File: src/rtl/mem_arb_pkg.sv
// Shared types and constants for the fetch/data main-memory arbiter.
package mem_arb_pkg;

    typedef enum logic [1:0] {
        IDLE = 2'd0,
        BUSY = 2'd1,
        RESP = 2'd2
    } state_e;

    typedef enum logic {
        GNT_I = 1'b0,
        GNT_D = 1'b1
    } gnt_e;

    // Instruction fetches are always full-word reads.
    localparam logic [2:0] FETCH_SIZE = 3'b010;

endpackage

File: src/rtl/mem_arbiter.sv
// Serialises fetch and data-stage requests onto one single-port memory.
// Data wins ties, but a bounded streak counter guarantees fetch progress.
module mem_arbiter
    import mem_arb_pkg::*;
#(
    parameter int ADDR_WIDTH   = 32,
    parameter int DATA_WIDTH   = 32,
    parameter int MAX_D_STREAK = 4
) (
    input  logic                  clk,
    input  logic                  rst_n,
    input  logic                  IReqF,
    input  logic [ADDR_WIDTH-1:0] IAddrF,
    output logic [DATA_WIDTH-1:0] IRdataF,
    output logic                  IReadyF,
    input  logic                  DReqM,
    input  logic                  DWeM,
    input  logic [ADDR_WIDTH-1:0] DAddrM,
    input  logic [DATA_WIDTH-1:0] DWdataM,
    input  logic [2:0]            DSizeM,
    output logic [DATA_WIDTH-1:0] DRdataM,
    output logic                  DReadyM,
    output logic                  MemReq,
    output logic                  MemWe,
    output logic [ADDR_WIDTH-1:0] MemAddr,
    output logic [DATA_WIDTH-1:0] MemWdata,
    output logic [2:0]            MemSize,
    input  logic [DATA_WIDTH-1:0] MemRdata,
    input  logic                  MemReady
);

    localparam int SW = $clog2(MAX_D_STREAK + 1);
    localparam logic [SW-1:0] STREAK_MAX = SW'(MAX_D_STREAK);

    state_e                state_q,  state_d;
    gnt_e                  gnt_q,    gnt_d;
    logic [SW-1:0]         streak_q, streak_d;
    logic                  we_q,     we_d;
    logic [ADDR_WIDTH-1:0] addr_q,   addr_d;
    logic [DATA_WIDTH-1:0] wdata_q,  wdata_d;
    logic [2:0]            size_q,   size_d;
    logic [DATA_WIDTH-1:0] irdata_q, irdata_d;
    logic [DATA_WIDTH-1:0] drdata_q, drdata_d;

    logic d_wins;

    // Data wins unless a fetch is waiting and data has used up its streak.
    assign d_wins = DReqM && !(IReqF && (streak_q == STREAK_MAX));

    always_comb begin
        state_d  = state_q;
        gnt_d    = gnt_q;
        streak_d = streak_q;
        we_d     = we_q;
        addr_d   = addr_q;
        wdata_d  = wdata_q;
        size_d   = size_q;
        irdata_d = irdata_q;
        drdata_d = drdata_q;
        case (state_q)
            IDLE: begin
                if (IReqF || DReqM) begin
                    state_d = BUSY;
                    if (d_wins) begin
                        gnt_d   = GNT_D;
                        we_d    = DWeM;
                        addr_d  = DAddrM;
                        wdata_d = DWdataM;
                        size_d  = DSizeM;
                        if (!IReqF) begin
                            streak_d = '0;
                        end else if (streak_q != STREAK_MAX) begin
                            streak_d = streak_q + 1'b1;
                        end
                    end else begin
                        gnt_d    = GNT_I;
                        we_d     = 1'b0;
                        addr_d   = IAddrF;
                        wdata_d  = '0;
                        size_d   = FETCH_SIZE;
                        streak_d = '0;
                    end
                end
            end
            BUSY: begin
                if (MemReady) begin
                    state_d = RESP;
                    if (!we_q) begin
                        if (gnt_q == GNT_I) begin
                            irdata_d = MemRdata;
                        end else begin
                            drdata_d = MemRdata;
                        end
                    end
                end
            end
            RESP:    state_d = IDLE;
            default: state_d = IDLE;
        endcase
    end

    always_ff @(posedge clk or negedge rst_n) begin
        if (!rst_n) begin
            state_q  <= IDLE;
            gnt_q    <= GNT_I;
            streak_q <= '0;
            we_q     <= 1'b0;
            addr_q   <= '0;
            wdata_q  <= '0;
            size_q   <= '0;
            irdata_q <= '0;
            drdata_q <= '0;
        end else begin
            state_q  <= state_d;
            gnt_q    <= gnt_d;
            streak_q <= streak_d;
            we_q     <= we_d;
            addr_q   <= addr_d;
            wdata_q  <= wdata_d;
            size_q   <= size_d;
            irdata_q <= irdata_d;
            drdata_q <= drdata_d;
        end
    end

    assign MemReq   = (state_q == BUSY);
    assign MemWe    = we_q;
    assign MemAddr  = addr_q;
    assign MemWdata = wdata_q;
    assign MemSize  = size_q;
    assign IReadyF  = (state_q == RESP) && (gnt_q == GNT_I);
    assign DReadyM  = (state_q == RESP) && (gnt_q == GNT_D);
    assign IRdataF  = irdata_q;
    assign DRdataM  = drdata_q;

endmodule

File: config.mk
export PLATFORM = sky130hd
export DESIGN_NAME = mem_arbiter
export DESIGN_NICKNAME = d
export VERILOG_FILES = /design/src/rtl/mem_arb_pkg.sv /design/src/rtl/mem_arbiter.sv
export SDC_FILE = /design/constraint.sdc
export NUM_CORES = 1
export LEC_CHECK = 0
export CORE_AREA = 2 2 123 125
export CTS_BUF_LIST = sky130_fd_sc_hd__clkbuf_2
export DETAILED_ROUTE_END_ITERATION = 16
export DIE_AREA = 0 0 125 127
export PLACE_DENSITY = 0.77
export SYNTH_ARGS = -nofsm -noshare
export SYNTH_HDL_FRONTEND = slang
export SYNTH_SLANG_ARGS = --single-unit
File: constraint.sdc
create_clock -name clk -period 2 [get_ports clk]
set_input_delay 0.2 -clock clk [delete_from_list [all_inputs] [get_ports clk]]
set_output_delay 0.2 -clock clk [all_outputs]
set_load 0.01 [all_outputs]
==> flow_summary.ini <==
[floorplanning]
die_h_um = 127
die_x_um = 125
start_util_pct = 42.23
die_area_um2 = 15880
core_um2 = 14420
ios = 272
rows = 44

[sta]
period_minus_slack_ns = 1.886
fin_setup_tns_ns = 0
clock_skew_ns = 0.02571
slew_headroom_pct = 56.42
post-route-period-util_pct = 94.28
finalSetupViolations = 0
tightest_slew_ns = 0.6536
rsz0062_at_grt = no
fmax_mhz = 530.3
drv_slew = 0
hold_viol = 0

[critical_path]
cp-start-kind = register
slowest_delay_ns = 0.59
required_ns = 1.80
slowest_stage = clkdlybuf4s50_1
path_class = reg2out
crit_family = buffers and inverters
arrival_ns = 1.69
path_depth = 1
crit_buf_inv = 1
crit_path_end_kind = primary output
worstPathCellList = clkdlybuf4s50_1
critPathMaxFanout = 2
reg2reg_depth = 5

[synth]
yosysSeqAreaShare_pct = 56.70
synth_edf_count = 0
syn-instance-count = 482
synth-main-ff-cell = dfrtp_1
async_reset_ff_share_pct = 100.0
synth_fa_ha_area_share_pct = 0.4108
muxShareOfSynthArea_pct = 13.85
yosys_warnings = 0
syn_area_um2 = 6091
synthXorXnorAreaFrac_pct = 0
synthSimpleGateAreaFrac_pct = 13.17
synth_top_family_by_area = multiplexers
syn_nets = 621
ys_types = 30
syn_area_per_cell_um2 = 12.64
synth_compound_area_share_pct = 8.956
ys_ff_latch = 138

[run]
cap_viol_max_count = 0

[clock_network]
clk_latency_ns = 0.70
clk_pin_slew_ns = 0.20
cts_max_path_buffers = 2
numClockSinks = 138
ctsHtreeMaxLevel = 4
root_buffer = clkbuf_2
cts_tree = built
cts_buffers = 17

[grt]
gr-total-overflow = 0
antenna_found_initial = 0
grt_max_degree = 72
grt_pass1_wl_mm = 27.98
grt_pass1_vias = 5382
grt_usage_pct = 22.16

[placed_design]
placed_cells = 907
io_buffers = 271
gp_congestion = 0.7899
dp_hpwl_mm = 11.84

[pwr]
peakVddDrop_mv = 0.6818
p_per_area_nw_per_um2 = 1398
power_leakage_nw = 4.273

[route]
drt-total-wl_mm = 17.39
drc = 0
drt_first_pass_iters = 4
vias_per_cell = 5.267
dr.first_iter.drc_count = 380
wire_per_inst_um = 17.89
ant_nets = 0
vias = 5120

[cells_and_area]
final_util_pct = 66.18
seq_area_um2 = 3455
multi_input_area_um2 = 2227
drive_gt1_share_pct = 11.04
area_delta_synth_final_pct = 56.72
num-fill-cells = 1061
fin_nets = 915
antenna_cells = 0
fin_cells = 972

[outcome]
status = finished, final reports clean

[min_path]
holdPathStages = 3
worstHoldPathType = in2reg
where the power goes:
part           internal, mW  switching, mW
Combinational          3.95           2.70
Sequential             4.11          0.792
Clock                 0.803          0.990
cells in the mapped netlist, drive strengths merged, types with 2 or more instances:
library cell | instances | share of area, %
dfrtp | 138 | 57
mux2 | 64 | 14
inv | 40 | 2.5
o21ai | 37 | 3.0
nand4 | 35 | 3.6
and3 | 33 | 3.4
a221o | 32 | 5.3
and4 | 32 | 4.6
clkbuf | 25 | 1.5
buf | 22 | 2.9
nand2 | 3 | 0.18
nand3 | 3 | 0.25
and2 | 2 | 0.21
ha | 2 | 0.41
nand2b | 2 | 0.21
nor3b | 2 | 0.25
stage by stage:
stage,total power [mW],area (um^2),setup WS (ns),hold WS [ns]
floorplan,7.969,6091,0.4500,-0.09559
global placement,11.35,8935,0.1785,0.1546
detailed placement,11.55,8935,0.1094,0.1594
CTS,13.42,9503,0.01362,0.00005940
global route,14.17,9545,0.002159,0.006664
finish,13.34,9545,0.1144,0.07653
repair_timing:
| item | 4_1_cts | 5_1_grt |
|---|---|---|
| hold buffers | 29 | 1 |
| endpoints found under the hold margin | 165 | 1 |
| buffers inserted | 1 | 3 |
| resized for setup | 4 | 13 |
| gates cloned | 0 | 0 |
| endpoints found under the setup margin | 3 | 11 |
layout by cell type, fill, tap and decap left out, types with 3 or more instances in the layout:
master           count
bufinv_16            4
nand2_1              3
and3_1              32
clkbuf_2            19
mux2_4              30
mux2_1              34
o21ai_1             37
buf_12               4
dlygate4sd3_1       29
and4_1              32
dfrtp_1            137
clkinv_1             5
nand4_1             35
buf_4               18
clkdlybuf4s50_1    259
a221o_1             32
dlymetal6s2s_1       7
inv_1               39
registers in the layout (all words and copies together), names as in the netlist:
name / flops
IRdataF: 32
MemAddr: 32
MemWe: 1
MemWdata: 32
MemSize: 3
DRdataM: 32
streak_q: 3
gnt_q: 1
state_q: 2
area by class of cell:
type	count	area share (%)
inverter	40	1.573
clock inverter	14	1.861
timing repair buffer	322	33.74
clock buffer	17	0.8913
multi-input combinational	257	23.33
sequential	138	36.19
tap	184	2.412
metal layers:
layer | share of wire, % | track usage (%) | vias up
li1 | - | - | 2374
met1 | 40 | 26.39 | 2456
met2 | 49 | 37.24 | 239
met3 | 7.3 | 6.658 | 51
met4 | 3.5 | 10.13 | 0
met5 | 0 | 0 | -
final timing paths:
kind,slack (ns),end,start
max,0.11,MemSize[2],MemSize[2]
min,0.08,MemWdata[0],DWdataM[0]
max reg2reg,0.20,MemAddr[10],state_q[1]
min reg2reg,0.51,IRdataF[0],IRdataF[0]
max in group asynchronous,1.13,IRdataF[4],rst_n
min in group asynchronous,0.58,MemWdata[17],rst_n
cells by family (layout without fill, tap and decap cells):
kind of cell | after synthesis | after routing
buffers and inverters | 87 | 393
muxes | 65 | 65
adders and majority gates | 2 | 2
DFF | 138 | 138
AOI/OAI and AO/OA | 74 | 74
and+or+nand+nor | 116 | 116
(Power assumes the default switching activity.)
